**src/rtl/datapath_mem_hs_pkg.sv**
```systemverilog
// Shared encodings for the multicycle datapath and its handshaked memory port.
package datapath_mem_hs_pkg;

  typedef enum logic [1:0] {
    MEM_FETCH   = 2'b00,
    MEM_LOAD    = 2'b01,
    MEM_STORE   = 2'b10,
    MEM_ILLEGAL = 2'b11
  } mem_kind_e;

  typedef enum logic [1:0] {
    ST_IDLE = 2'b00,
    ST_REQ  = 2'b01,
    ST_DONE = 2'b10,
    ST_ERR  = 2'b11
  } mem_state_e;

  localparam logic [1:0] PC_SRC_ALU   = 2'd0;
  localparam logic [1:0] PC_SRC_REG_B = 2'd1;
  localparam logic [1:0] PC_SRC_INC   = 2'd2;
  localparam logic [1:0] PC_SRC_HOLD  = 2'd3;

  localparam logic [1:0] RW_SRC_ALU = 2'd0;
  localparam logic [1:0] RW_SRC_MDR = 2'd1;
  localparam logic [1:0] RW_SRC_INC = 2'd2;
  localparam logic [1:0] RW_SRC_IMM = 2'd3;

  localparam logic [5:0] ALU_ADD    = 6'd0;
  localparam logic [5:0] ALU_SUB    = 6'd1;
  localparam logic [5:0] ALU_AND    = 6'd2;
  localparam logic [5:0] ALU_OR     = 6'd3;
  localparam logic [5:0] ALU_XOR    = 6'd4;
  localparam logic [5:0] ALU_SLL    = 6'd5;
  localparam logic [5:0] ALU_SRL    = 6'd6;
  localparam logic [5:0] ALU_PASS_B = 6'd7;

  // Timeout counter width; a disabled timeout still needs one bit.
  function automatic int unsigned cnt_width(input int unsigned timeout);
    return (timeout == 0) ? 1 : $clog2(timeout + 1);
  endfunction

endpackage

```
**src/rtl/datapath_mem_hs_mem_port_fsm.sv**
```systemverilog
// Memory-port sequencer: request/ack handshake, timeout, holding registers
// and the IR/MDR load strobes for the datapath.
module datapath_mem_hs_mem_port_fsm
  import datapath_mem_hs_pkg::*;
#(
  parameter int unsigned WIDTH       = 16,
  parameter int unsigned MEM_TIMEOUT = 15
) (
  input  logic             clk,
  input  logic             reset,
  input  logic             mem_start,
  input  logic [1:0]       mem_kind,
  input  logic             mem_ack,
  input  logic [WIDTH-1:0] pc,
  input  logic [WIDTH-1:0] reg_a,
  input  logic [WIDTH-1:0] reg_b,
  output logic             mem_req,
  output logic             mem_we,
  output logic [WIDTH-1:0] mem_addr,
  output logic [WIDTH-1:0] mem_wdata,
  output logic             busy,
  output logic             done,
  output logic             mem_err,
  output logic             ir_load_c,
  output logic             mdr_load_c
);

  localparam int unsigned CNT_W = cnt_width(MEM_TIMEOUT);

  mem_state_e       state_q, state_d;
  mem_kind_e        kind_q, kind_d;
  logic [CNT_W-1:0] cnt_q, cnt_d;
  logic [WIDTH-1:0] addr_q, addr_d;
  logic [WIDTH-1:0] wdata_q, wdata_d;
  logic             we_q, we_d;
  logic             req_q, req_d;
  logic             busy_q, busy_d;
  logic             done_q, done_d;
  logic             err_q, err_d;
  logic             timeout_hit;

  assign timeout_hit = (MEM_TIMEOUT != 0) && (cnt_q == CNT_W'(MEM_TIMEOUT - 1));

  // State and output registers
  always_ff @(posedge clk) begin
    if (reset) begin
      state_q <= ST_IDLE;
      kind_q  <= MEM_FETCH;
      cnt_q   <= '0;
      addr_q  <= '0;
      wdata_q <= '0;
      we_q    <= 1'b0;
      req_q   <= 1'b0;
      busy_q  <= 1'b0;
      done_q  <= 1'b0;
      err_q   <= 1'b0;
    end else begin
      state_q <= state_d;
      kind_q  <= kind_d;
      cnt_q   <= cnt_d;
      addr_q  <= addr_d;
      wdata_q <= wdata_d;
      we_q    <= we_d;
      req_q   <= req_d;
      busy_q  <= busy_d;
      done_q  <= done_d;
      err_q   <= err_d;
    end
  end

  // Next state
  always_comb begin
    state_d = state_q;
    case (state_q)
      ST_IDLE: if (mem_start && (mem_kind != MEM_ILLEGAL)) state_d = ST_REQ;
      ST_REQ: begin
        if (mem_ack)          state_d = ST_DONE;
        else if (timeout_hit) state_d = ST_ERR;
      end
      ST_DONE: state_d = ST_IDLE;
      default: state_d = ST_ERR;
    endcase
  end

  // Holding registers, counter and registered outputs
  always_comb begin
    kind_d  = kind_q;
    cnt_d   = cnt_q;
    addr_d  = addr_q;
    wdata_d = wdata_q;
    we_d    = we_q;
    if ((state_q == ST_IDLE) && (state_d == ST_REQ)) begin
      kind_d  = mem_kind_e'(mem_kind);
      cnt_d   = '0;
      addr_d  = (mem_kind == MEM_FETCH) ? pc : reg_b;
      we_d    = (mem_kind == MEM_STORE);
      wdata_d = (mem_kind == MEM_STORE) ? reg_a : '0;
    end else if (state_q == ST_REQ) begin
      if (state_d == ST_REQ) begin
        cnt_d = cnt_q + CNT_W'(1);
      end else begin
        we_d    = 1'b0;
        wdata_d = '0;
      end
    end
    req_d  = (state_d == ST_REQ);
    busy_d = (state_d == ST_REQ);
    done_d = (state_d == ST_DONE);
    err_d  = (state_d == ST_ERR);
  end

  assign ir_load_c  = (state_q == ST_REQ) && mem_ack && (kind_q == MEM_FETCH);
  assign mdr_load_c = (state_q == ST_REQ) && mem_ack && (kind_q == MEM_LOAD);

  assign mem_req   = req_q;
  assign mem_we    = we_q;
  assign mem_addr  = addr_q;
  assign mem_wdata = wdata_q;
  assign busy      = busy_q;
  assign done      = done_q;
  assign mem_err   = err_q;

endmodule

```
**src/rtl/datapath_mem_hs.sv**
```systemverilog
// Multicycle CPU datapath (PC, regfile, A/B latches, ALU, IR, MDR) with a
// handshaked memory port; architectural writes stall while an access is in flight.
module datapath_mem_hs
  import datapath_mem_hs_pkg::*;
#(
  parameter int unsigned WIDTH            = 16,
  parameter int unsigned REG_BITS         = 4,
  parameter int unsigned ALU_CONT_BITS    = 6,
  parameter int unsigned OP_CODE_BITS     = 4,
  parameter int unsigned EXT_OP_CODE_BITS = 4,
  parameter int unsigned MEM_TIMEOUT      = 15
) (
  input  logic                        clk,
  input  logic                        reset,
  input  logic                        reg_write,
  input  logic                        alu_A_src,
  input  logic                        alu_B_src,
  input  logic                        pc_en,
  input  logic [1:0]                  pc_src,
  input  logic [1:0]                  reg_write_src,
  input  logic [ALU_CONT_BITS-1:0]    alu_cont,
  input  logic                        mem_start,
  input  logic [1:0]                  mem_kind,
  input  logic                        mem_ack,
  input  logic [WIDTH-1:0]            mem_rdata,
  output logic                        mem_req,
  output logic                        mem_we,
  output logic [WIDTH-1:0]            mem_addr,
  output logic [WIDTH-1:0]            mem_wdata,
  output logic                        busy,
  output logic                        done,
  output logic                        mem_err,
  output logic [OP_CODE_BITS-1:0]     op_code,
  output logic [EXT_OP_CODE_BITS-1:0] ext_op_code,
  output logic [REG_BITS-1:0]         A_index,
  output logic [REG_BITS-1:0]         B_index,
  output logic [WIDTH-1:0]            psr_flags
);

  localparam int unsigned NUM_REGS = 1 << REG_BITS;
  localparam int unsigned SH_W     = $clog2(WIDTH);
  localparam int unsigned MSB      = WIDTH - 1;

  logic [WIDTH-1:0]    pc_q, pc_d, ir_q, ir_d, mdr_q, mdr_d;
  logic [WIDTH-1:0]    a_q, a_d, b_q, b_d, psr_q, psr_d;
  logic [WIDTH-1:0]    rf_q [NUM_REGS];
  logic [WIDTH-1:0]    rf_d [NUM_REGS];
  logic [REG_BITS-1:0] a_idx, b_idx;
  logic [WIDTH-1:0]    imm, pc_inc, alu_a, alu_b, alu_out, rw_data;
  logic [WIDTH:0]      alu_wide;
  logic                carry, ovf, busy_w, pc_en_g, reg_write_g;
  logic                ir_load_c, mdr_load_c;

  datapath_mem_hs_mem_port_fsm #(
    .WIDTH       (WIDTH),
    .MEM_TIMEOUT (MEM_TIMEOUT)
  ) u_mem_port_fsm (
    .clk        (clk),
    .reset      (reset),
    .mem_start  (mem_start),
    .mem_kind   (mem_kind),
    .mem_ack    (mem_ack),
    .pc         (pc_q),
    .reg_a      (a_q),
    .reg_b      (b_q),
    .mem_req    (mem_req),
    .mem_we     (mem_we),
    .mem_addr   (mem_addr),
    .mem_wdata  (mem_wdata),
    .busy       (busy_w),
    .done       (done),
    .mem_err    (mem_err),
    .ir_load_c  (ir_load_c),
    .mdr_load_c (mdr_load_c)
  );

  assign busy  = busy_w;
  assign a_idx = REG_BITS'(ir_q[11:8]);
  assign b_idx = REG_BITS'(ir_q[3:0]);
  assign imm   = WIDTH'(ir_q[7:0]);

  // ALU and flags; flags are {negative, overflow, zero, carry/borrow} in the low bits
  always_comb begin
    alu_a    = alu_A_src ? a_q : pc_q;
    alu_b    = alu_B_src ? imm : b_q;
    alu_wide = '0;
    alu_out  = '0;
    carry    = 1'b0;
    ovf      = 1'b0;
    case (alu_cont)
      ALU_ADD: begin
        alu_wide = {1'b0, alu_a} + {1'b0, alu_b};
        alu_out  = alu_wide[WIDTH-1:0];
        carry    = alu_wide[WIDTH];
        ovf      = (alu_a[MSB] == alu_b[MSB]) && (alu_out[MSB] != alu_a[MSB]);
      end
      ALU_SUB: begin
        alu_wide = {1'b0, alu_a} - {1'b0, alu_b};
        alu_out  = alu_wide[WIDTH-1:0];
        carry    = alu_wide[WIDTH];
        ovf      = (alu_a[MSB] != alu_b[MSB]) && (alu_out[MSB] != alu_a[MSB]);
      end
      ALU_AND:    alu_out = alu_a & alu_b;
      ALU_OR:     alu_out = alu_a | alu_b;
      ALU_XOR:    alu_out = alu_a ^ alu_b;
      ALU_SLL:    alu_out = alu_a << alu_b[SH_W-1:0];
      ALU_SRL:    alu_out = alu_a >> alu_b[SH_W-1:0];
      ALU_PASS_B: alu_out = alu_b;
      default:    alu_out = alu_a;
    endcase
    psr_d = WIDTH'({alu_out[MSB], ovf, (alu_out == '0), carry});
  end

  // Architectural next-state; PC and regfile writes are gated off during an access
  always_comb begin
    pc_en_g     = pc_en & ~busy_w;
    reg_write_g = reg_write & ~busy_w;
    pc_inc      = pc_q + WIDTH'(1);
    pc_d        = pc_q;
    if (pc_en_g) begin
      case (pc_src)
        PC_SRC_ALU:   pc_d = alu_out;
        PC_SRC_REG_B: pc_d = b_q;
        PC_SRC_INC:   pc_d = pc_inc;
        default:      pc_d = pc_q;
      endcase
    end
    case (reg_write_src)
      RW_SRC_ALU: rw_data = alu_out;
      RW_SRC_MDR: rw_data = mdr_q;
      RW_SRC_INC: rw_data = pc_inc;
      default:    rw_data = imm;
    endcase
    rf_d = rf_q;
    if (reg_write_g) rf_d[a_idx] = rw_data;
    a_d   = rf_q[a_idx];
    b_d   = rf_q[b_idx];
    ir_d  = ir_load_c ? mem_rdata : ir_q;
    mdr_d = mdr_load_c ? mem_rdata : mdr_q;
  end

  always_ff @(posedge clk) begin
    if (reset) begin
      pc_q  <= '0;
      ir_q  <= '0;
      mdr_q <= '0;
      a_q   <= '0;
      b_q   <= '0;
      psr_q <= '0;
      for (int i = 0; i < NUM_REGS; i++) rf_q[i] <= '0;
    end else begin
      pc_q  <= pc_d;
      ir_q  <= ir_d;
      mdr_q <= mdr_d;
      a_q   <= a_d;
      b_q   <= b_d;
      psr_q <= psr_d;
      rf_q  <= rf_d;
    end
  end

  assign op_code     = OP_CODE_BITS'(ir_q[15:12]);
  assign ext_op_code = EXT_OP_CODE_BITS'(ir_q[7:4]);
  assign A_index     = a_idx;
  assign B_index     = b_idx;
  assign psr_flags   = psr_q;

endmodule

```
**config.mk**
```make
export PLATFORM = sky130hd
export DESIGN_NAME = datapath_mem_hs
export DESIGN_NICKNAME = d
export VERILOG_FILES = /design/src/rtl/datapath_mem_hs_pkg.sv /design/src/rtl/datapath_mem_hs_mem_port_fsm.sv /design/src/rtl/datapath_mem_hs.sv
export SDC_FILE = /design/constraint.sdc
export NUM_CORES = 1
export LEC_CHECK = 0
export ABC_AREA = 1
export CORE_UTILIZATION = 40
export CTS_CLUSTER_SIZE = 28
export DETAILED_ROUTE_END_ITERATION = 16
export PLACE_DENSITY = 0.68
export SETUP_SLACK_MARGIN = 0.02
export SYNTH_ARGS = -nofsm -noshare
export SYNTH_HDL_FRONTEND = slang
export SYNTH_HIERARCHICAL = 1
export SYNTH_SLANG_ARGS = --single-unit
```
**constraint.sdc**
```tcl
create_clock -name clk -period 3.1 [get_ports clk]
set_input_delay 0.775 -clock clk [delete_from_list [all_inputs] [get_ports clk]]
set_output_delay 0.775 -clock clk [all_outputs]
set_load 0.01 [all_outputs]
```
# ---- Word-level counts from Yosys, hierarchy flattened
# Cells that the tools add are included.
dict set report totals {
  ff_bits 396
  out_inout_bits 69
  word_cells 123
}
dict set report classes {
  n_addsub 4
  n_lt_le_gt_ge 3
  eq_ne 25
  shift 2
  n_mux 28
  bitwise 8
  reduce_logical 21
}
# op n
set ops {}
lappend ops {{$bwmux 256} 1}
lappend ops {{$mux 16} 12}
lappend ops {{$bmux 16 s4} 2}
lappend ops {{$pmux 16 s8} 1}
lappend ops {{$pmux 16 s3} 2}
lappend ops {{$demux 16 s4} 1}
lappend ops {{$eq 6x3->1 const B} 4}
lappend ops {{$add 16x16->17} 1}
lappend ops {{$sub 16x16->17} 1}
lappend ops {{$add 16x1->16 const B} 1}
lappend ops {{$and 16x16->16} 1}
lappend ops {{$logic_not 16->1} 1}
lappend ops {{$or 16x16->16} 1}
lappend ops {{$shl 16x4->16} 1}
lappend ops {{$shr 16x4->16} 1}
lappend ops {{$xor 16x16->16} 1}
lappend ops {{$eq 2x2->1 const B} 6}
lappend ops {{$eq 6x2->1 const B} 2}
lappend ops {{$eq 2x1->1 const B} 5}
lappend ops {{$ge 5x5->1 const B} 2}
lappend ops {{$logic_not 2->1} 5}
lappend ops {{$not 4->5} 2}
lappend ops {{$logic_and 1x1->1} 8}
lappend ops {{$eq 6x1->1 const B} 1}
lappend ops {{17 further kinds} 28}

# ---- Depth between registers and ports, before layout
# Gate-level depths: netlist (run 1).
dict set report logic_depth {
  word_depth 8
  ltp_mapped 25
  depth_no_buf 22
}

# ---- By module
# Netlist (run 1), hierarchy kept.
# mod instances cells_per_inst area_each_um2 seq_area_each_um2
set modules_own_cells {}
lappend modules_own_cells {datapath_mem_hs 1 3569 22768.1 6806.5}
lappend modules_own_cells {datapath_mem_hs_mem_port_fsm 1 268 1980.6 880.8}

# ---- Least setup slack after synthesis (run 1)
# Ideal clock, no wire load.
dict set report synth_path {
  path_type {input to register}
  from {input alu_B_src}
  to {register rf_q[108] in the netlist's numbering}
  setup_ns 0.109
  arrival_time_ns 3.215
  t_required_ns 2.991
  setup_slack_ns -0.224
  cell_stages 24
  path_buffers 2
  cell_sequence {inv_1 -> nand2_2 -> nand2_4 -> buf_6 -> ha_1 -> inv_1 -> fa_1 -> inv_1 -> nand3_1 -> nand2_1 -> nand4_1 -> nand2_1 -> nand2_1 -> nand2_1 -> nand2_1 -> nand3_1 -> o21ai_0 -> nor2_1 -> nand3_1 -> nand2_2 -> buf_6 -> nand3_1 -> nand2_1 -> inv_1}
}
dict set report synth_via {
  elab_chain_cells 5
  elab_cells_between_ends 11
}
# item line
set synth_rtl {}
lappend synth_rtl {{start: declaration} datapath_mem_hs.sv:17} ;# input logic alu_B_src,
lappend synth_rtl {{$mux 16 (*)} datapath_mem_hs.sv:85} ;# alu_b = alu_B_src ? imm : b_q;
lappend synth_rtl {{$sub 16x16->17 (tied with other cells)} datapath_mem_hs.sv:98} ;# alu_wide = {1'b0, alu_a} - {1'b0, alu_b};
lappend synth_rtl {{$pmux 16 s8 (*)} datapath_mem_hs.sv:90} ;# case (alu_cont)
lappend synth_rtl {{$pmux 16 s3 (*)} datapath_mem_hs.sv:128} ;# case (reg_write_src)
lappend synth_rtl {{$bwmux 256 (*)} datapath_mem_hs.sv:135} ;# if (reg_write_g) rf_d[a_idx] = rw_data;
lappend synth_rtl {{end signal: assignment} datapath_mem_hs.sv:158} ;# rf_q <= rf_d;
lappend synth_rtl {{end: declaration} datapath_mem_hs.sv:46} ;# logic [WIDTH-1:0] rf_q [NUM_REGS];
# Mark *: on every way between the ends. The rest lies on a longest branch, timed or not.
# A chain may end at the register's enable or synchronous reset.

# ---- Final worst setup path (run 1)
dict set report layout_path {
  from {register b_q[5]}
  to {register rf_q[108] in the netlist's numbering}
}
dict set report layout_via {
  elab_chain_cells 5
  elab_cells_between_ends 6
}
# item line
set layout_rtl {}
lappend layout_rtl {{start: declaration} datapath_mem_hs.sv:45} ;# logic [WIDTH-1:0] a_q, a_d, b_q, b_d, psr_q, psr_d;
lappend layout_rtl {{start signal: assignment} datapath_mem_hs.sv:148} ;# b_q <= '0;
lappend layout_rtl {{start signal: assignment} datapath_mem_hs.sv:156} ;# b_q <= b_d;
lappend layout_rtl {{$mux 16 (*)} datapath_mem_hs.sv:85}
lappend layout_rtl {{$sub 16x16->17 or $add 16x16->17 (tied branches)} {datapath_mem_hs.sv:98, datapath_mem_hs.sv:92}}
lappend layout_rtl {{$pmux 16 s8 (*)} datapath_mem_hs.sv:90}
lappend layout_rtl {{$pmux 16 s3 (*)} datapath_mem_hs.sv:128}
lappend layout_rtl {{$bwmux 256 (*)} datapath_mem_hs.sv:135}
# Marks and branches as above.

==> results of run 1 <==
## where the power goes
part / total (mW) / internal (mW) / leakage (nW) / switching (mW)
Sequential: 5.25 / 5.09 / 3.11 / 0.163
Combinational: 3.32 / 1.26 / 10.1 / 2.05
Clock: 5.40 / 3.10 / 0.718 / 2.29
Total: 14.0 / 9.45 / 13.9 / 4.51
## how the worst max path moves through the flow
| stage | endpoint | slack [ns] | from |
|---|---|---|---|
| floorplan | rf_q[108]$_SDFFE_PP0P_ | -0.02 | alu_B_src |
| global placement | rf_q[72]$_SDFFE_PP0P_ | -1.08 | alu_B_src |
| detailed placement | rf_q[27]$_SDFFE_PP0P_ | -1.12 | alu_B_src |
| CTS | rf_q[74]$_SDFFE_PP0P_ | 0.02 | alu_A_src |
| global route | rf_q[172]$_SDFFE_PP0P_ | -0.04 | alu_A_src |
| finish | rf_q[108]$_SDFFE_PP0P_ | 0.13 | b_q[5]$_SDFF_PP0_ |
## per-stage QoR
stage / setup slack (ns) / instances / utilization (%) / setup TNS [ns]
2_1_floorplan: -0.0241 / 3848 / - / -0.347
3_3_place_gp: -1.08 / 4822 / 47.1 / -259.51
5_1_grt: -0.0424 / 4928 / 51.0 / -0.578
6_report: 0.129 / 4928 / 51.0 / 0
4_1_cts: 0.0237 / 4912 / 49.9 / 0
3_5_place_dp: -1.12 / 4822 / 47.1 / -269.46
## what timing repair did
action	in CTS	in global routing
pin swaps	8	62
resized for setup	40	145
cloned	3	2
setup buffers	8	15
endpoints found under the setup margin	275	244
## cell type report
| cell class | instances | area (sq um) | area share [%] |
|---|---|---|---|
| Multi-Input combinational cell | 2566 | 14100 | 45.7 |
| Sequential cell | 384 | 7700 | 24.9 |
| Timing Repair Buffer | 475 | 4200 | 13.6 |
| Inverter | 642 | 2440 | 7.89 |
| Clock buffer | 63 | 1250 | 4.05 |
| Tap cell | 782 | 978 | 3.16 |
| Clock inverter | 16 | 236 | 0.764 |
## flip-flops by register name (all words and copies together), names as in the netlist, 4 cells and up
register,flops
b_q,16
psr_flags,4
u_mem_port_fsm/mem_addr,16
pc_q,16
a_q,16
u_mem_port_fsm/mem_wdata,16
mdr_q,16
rf_q,256
ir_q,16
u_mem_port_fsm/cnt_q,4
## routing by layer
layer  share of wire [%]  routed length [um]  global-route usage, %  vias up
met2                  45               46000                   50.5     1476
met5                   0                   0                      0        -
met3                 8.5                8630                   4.88      317
met1                  40               40500                   39.6    12800
met4                 6.2                6310                   18.5        0
li1                    -                   -                      -    13200
## worst max-delay path: cells and delay by family, from the launching register on
family / cells / cell delay [ns]
AOI/OAI and AO/OA: 3 / 0.45
adders and majority gates: 1 / 0.28
DFF: 1 / 0.55
buffers and inverters: 6 / 0.54
and+or+nand+nor: 11 / 1.00
## kinds of logic (layout without fill, tap and decap cells)
logic type,Yosys count,in the layout,share of synthesized area (%)
and+or+nand+nor,1427,1428,25.6
AOI/OAI and AO/OA,1057,1057,24.9
buffers and inverters,899,1196,15.0
DFF,384,384,31.1
adders and majority gates,59,59,3.04
xor gates and xnor gates,10,10,0.354
other,1,12,0.0152
## placed cells by master (no fill, tap or decap), drive strengths merged, types with 67 or more instances in the layout
master and n:
nand2 695, a21oi 429, nor2 245, nand3 404
inv 638, clkdlybuf4s50 89, dfxtp 384, buf 384
a22oi 67, o21ai 375
==> impl_metrics.json, run 1 <==
{
  "cts-root-buf": "clkbuf_16",
  "whs_path_depth": 2,
  "power.density_mw_per_mm2": 451,
  "synth.top_cell.area_share_pct": 31.1,
  "fp.dieArea_sq_mm": 0.0629,
  "cp_slowest_cell": "dfxtp_1",
  "p_total_mw": 14.0,
  "final_net_count": 4208,
  "drt-pass1-iter-count": 6,
  "ys_seq_area_share_pct": 31.1,
  "num_antenna_cells": 0,
  "r2r-start": "b_q[5]$_SDFF_PP0_",
  "die_w_um": 251,
  "yosysTopAreaCell": "dfxtp_1",
  "clk_path_buf_depth": 3,
  "grt-ovfl-total": 0,
  "cts_tree": "done",
  "p_leak_nw": 13.9,
  "portBuffers": 92,
  "min_from": "u_mem_port_fsm/mem_addr[5]$_SDFFE_PP0P_",
  "maxSlewHeadroom_pct": 31.1,
  "drv_cap": 0,
  "synth_area_leaders": "dfxtp_1 (31%), nand2_1 (10%), inv_1 (9.4%), a21oi_1 (8.4%), nand3_1 (7.8%)",
  "netlist_instances": 3837,
  "drt_wl_total_um": 101000,
  "hold_buffers": 0,
  "status": "completed",
  "grt_use_total_pct": 31.3,
  "synth_edf_count": 0,
  "drive_above_1_share_pct": 17.4,
  "hold_viol": 0,
  "yosys_warnings": 6,
  "fp.dieH_um": 251,
  "grt_max_degree": 133,
  "skew_ns": 0.0381,
  "yosysUniqueCellTypes": 59,
  "cp_data_required_time_ns": 3.59,
  "path_class": "reg -> reg",
  "r2r_cells": 21,
  "grt_antenna_before_repair": 0,
  "post-route-period-util_pct": 95.8,
  "end_kind": "flip-flop",
  "clock_latency_ns": 0.62,
  "wl_per_cell_um": 20.6,
  "worstHoldPathType": "reg -> reg",
  "critPathArrivalTime_ns": 3.47,
  "placed_area_sq_mm": 0.0286,
  "ys_ff_latch": 384,
  "whs_endpoint": "u_mem_port_fsm/mem_addr[5]$_SDFFE_PP0P_",
  "holdWs_ns": 0.461,
  "synthTopCellsByCount": "nand2_1 (675), inv_1 (621), a21oi_1 (416)",
  "place_hpwl_um": 70500,
  "cts_buffers": 44,
  "synth-async-reset-ratio_pct": 0,
  "setup_violations": 0,
  "finalInstanceArea_sq_mm": 0.0309,
  "h-tree-depth": 2,
  "crit_fanout": 8,
  "drt-initial-drc-count": 3331,
  "postSynthAreaPerCell_sq_um": 6.45,
  "fin_crit_ns": 2.97,
  "drv_slew": 0,
  "synthesis.area_sq_mm": 0.0247,
  "max_stage_delay_ns": 0.55,
  "synth-main-ff-cell": "dfxtp_1",
  "cp_common_cell": "nand2_1",
  "fmax_ghz": 0.337,
  "regToRegEndpoint": "rf_q[108]$_SDFFE_PP0P_",
  "synth.most_common_cell": "nand2_1",
  "via_per_inst": 5.64,
  "drc": 0,
  "fillers": 6037,
  "path_clk_slew_ns": 0.06,
  "grt_pass1_wl_um": 154000,
  "vias": 27800,
  "start_util_pct": 40.8,
  "crit_chain": "o21a_1 > inv_2 > ha_4 > inv_1 > nand2_1 > nand2_1 > inv_2 > buf_4 > o21ai_0 > nand2_1 > nand3_1 > nand2_1 > nand2_1 > o21ai_2 > nor2_2 > nand3_2 > nand2_4 > clkbuf_16 > nand3_1 > nand2_1 > inv_1",
  "core_sq_mm": 0.0607,
  "tightestPinTransition_ns": 1.03,
  "grt_pass1_vias": 25800,
  "ir_worst_vdd_v": 0.000367,
  "ios": 105,
  "worstSetupStartpointType": "flip-flop",
  "gp_congestion": 1.06,
  "ant_nets": 0,
  "reg2reg_slack_ns": 0.13,
  "rsz0062_at_grt": "yes",
  "syn2layout_area_growth_pct": 25.0,
  "rows": 90,
  "clock_sinks": 384
}
Power figures use the tool's default switching activity.
==> run 2: changes to the inputs <==
ABC_AREA = unset   (was 1)
SETUP_SLACK_MARGIN = unset   (was 0.02)
==> impl_metrics.json, run 2 <==
{
  "power.density_mw_per_mm2": 423,
  "vias": 22200,
  "end_kind": "flip-flop",
  "yosys_warnings": 6,
  "cts-root-buf": "clkbuf_16",
  "clk_path_buf_depth": 3,
  "worst_slack_ns": -0.489,
  "status": "finished with violations",
  "ys_seq_area_share_pct": 33.3,
  "synth-main-ff-cell": "dfxtp_1",
  "cts_buffers": 43,
  "hold_buffers": 0,
  "portBuffers": 92,
  "rows": 87,
  "start_util_pct": 40.7,
  "synthTopCellsByCount": "dfxtp_1 (384), nor2_1 (324), nand2_1 (280)",
  "critPathArrivalTime_ns": 4.00,
  "grt-ovfl-total": 0,
  "drt-initial-drc-count": 2383,
  "instances_no_fill": 3666,
  "cts_tree": "done",
  "ys_ff_latch": 384,
  "syn2layout_area_growth_pct": 31.6,
  "synth-async-reset-ratio_pct": 0,
  "synth_edf_count": 0,
  "cp_common_cell": "buf_6",
  "die_w_um": 242,
  "drv_cap": 0,
  "regMostFlops": "rf_q",
  "ios": 105,
  "place_ws_ns": -1.81,
  "grt_max_degree": 182,
  "drt_wl_total_um": 87700,
  "grt_util_met2_pct": 46.9,
  "fillers": 4986,
  "cp_data_required_time_ns": 3.51,
  "p_leak_nw": 10.8,
  "final_net_count": 2973,
  "yosysTopAreaCell": "dfxtp_1",
  "skew_ns": 0.0205,
  "worstHoldPathType": "reg -> reg",
  "hold_viol": 0,
  "worstSetupStartpointType": "input pin",
  "crit_fanout": 8,
  "gp_congestion": 1.01,
  "ant_nets": 0,
  "postSynthAreaPerCell_sq_um": 9.15,
  "synthesis.area_sq_mm": 0.0231,
  "place_hpwl_um": 62600,
  "ir_worst_vdd_v": 0.000410,
  "violations": "setup timing",
  "layout_common_cells": "buf_4 (390), dfxtp_1 (374), nor2_1 (308)",
  "setup_violations": 282,
  "synth.top_cell.area_share_pct": 33.3,
  "use_met1_pct": 37.6,
  "synth_area_leaders": "dfxtp_1 (33%), mux4_2 (16%), nor2_1 (5.3%), a211oi_1 (4.7%), nand2_1 (4.5%)",
  "drv_slew": 0,
  "grt_use_met3_pct": 4.49,
  "drc": 0,
  "drt-pass1-iter-count": 6,
  "fmax_ghz": 0.279,
  "largest_register_ffs": 256,
  "dp.cells": 3554,
  "maxSlewHeadroom_pct": 26.3,
  "netlist_instances": 2526,
  "crit_chain": "buf_16 > mux2i_4 > buf_6 > buf_6 > fa_2 > o21bai_4 > a2111oi_4 > buf_4 > o311a_4 > o21ai_4 > o32ai_4 > a2111oi_2 > a22o_1 > o21ai_2 > a21oi_2 > buf_6 > clkbuf_16 > a211oi_1",
  "core_sq_mm": 0.0567,
  "path_class": "in -> reg",
  "max_stage_delay_ns": 0.38,
  "grt_use_total_pct": 29.1,
  "h-tree-depth": 2,
  "clock_sinks": 384,
  "wl_per_cell_um": 23.9,
  "path_clk_slew_ns": 0.06,
  "grt_pass1_wl_um": 132000,
  "final_common_cell": "buf_4",
  "grt_antenna_before_repair": 0,
  "drive_above_1_share_pct": 32.6,
  "rsz0062_at_grt": "yes",
  "via_per_inst": 6.05,
  "post-route-period-util_pct": 116,
  "grt-busiest-layer": "met2",
  "fp.dieH_um": 242,
  "synth.most_common_cell": "dfxtp_1",
  "grt_pass1_vias": 21700,
  "clock_latency_ns": 0.58,
  "fin_crit_ns": 3.59,
  "fp.dieArea_sq_mm": 0.0587,
  "tightestPinTransition_ns": 1.10,
  "cp_slowest_cell": "fa_2",
  "yosysUniqueCellTypes": 88
}
==> run 2: kinds of logic after synthesis <==
family / synth area share [%]
compound gates: 18.3
xor+xnor: 0.986
fa+ha+maj: 3.26
buf+inv: 5.86
flops: 33.3
mux: 21.7
other cells: 0.0162
simple gates: 16.6
==> run 2: what timing repair did <==
action                                  4_1_cts  5_1_grt
endpoints found under the setup margin      287      287
pin swaps                                    59       46
resized for setup                           135      116
buffers inserted                             25       14
cloned                                        2        2
==> run 2: final timing paths <==
kind	endpoint	start	slack [ns]	cells after the start
worst max-delay path	rf_q[174]$_SDFFE_PP0P_	alu_A_src	-0.49	18
worst min register to register	rf_q[101]$_SDFFE_PP0P_	rf_q[101]$_SDFFE_PP0P_	0.47	2
worst min-delay path	rf_q[101]$_SDFFE_PP0P_	rf_q[101]$_SDFFE_PP0P_	0.47	2
worst max register to register	rf_q[174]$_SDFFE_PP0P_	a_q[1]$_SDFF_PP0_	-0.46	17
==> run 2: layout make-up <==
type	count	area, sq um	share of cell area [%]
Timing Repair Buffer	539	4810	15.8
Sequential cell	384	7710	25.4
Tap cell	756	946	3.11
Inverter	59	224	0.737
Clock buffer	61	1270	4.19
Antenna cell	1	2.50	0.00823
Multi-Input combinational cell	1851	15300	50.3
Clock inverter	15	158	0.519
==> run 2: critical path, delay by kind of cell <==
family,cells,cell delay (ns)
AO/OA/AOI/OAI,10,1.75
buffers and inverters,6,0.84
adder cells (fa/ha/maj),1,0.38
multiplexers,1,0.23
==> run 2: report_power, final <==
part           switching, mW  internal, mW
sequential             0.118          5.03
combinational           1.34          1.16
clock                   2.18          3.04
total                   3.64          9.24
==> run 2: through the flow <==
| step | power (mW) | setup TNS, ns | cell area, sq um | util, % | hold WS, ns |
|---|---|---|---|---|---|
| 2_1_floorplan | 6.44 | -200.14 | 23400 | - | 0.438 |
| 3_3_place_gp | 7.36 | -389.87 | 27400 | 48.4 | 0.449 |
| 3_5_place_dp | 7.38 | -399.52 | 27400 | 48.4 | 0.457 |
| 4_1_cts | 12.7 | -97.75 | 29800 | 52.5 | 0.465 |
| 5_1_grt | 13.3 | -108.47 | 30400 | 53.6 | 0.482 |
| 6_report | 12.9 | -81.33 | 30400 | 53.6 | 0.466 |
==> run 2: per-layer routing <==
layer  part of all wire [%]  vias to the layer above
met5                      0                        -
met4                    5.2                        0
met3                    7.6                      224
met2                     47                     1097
met1                     40                    10900
li1                       -                     9953
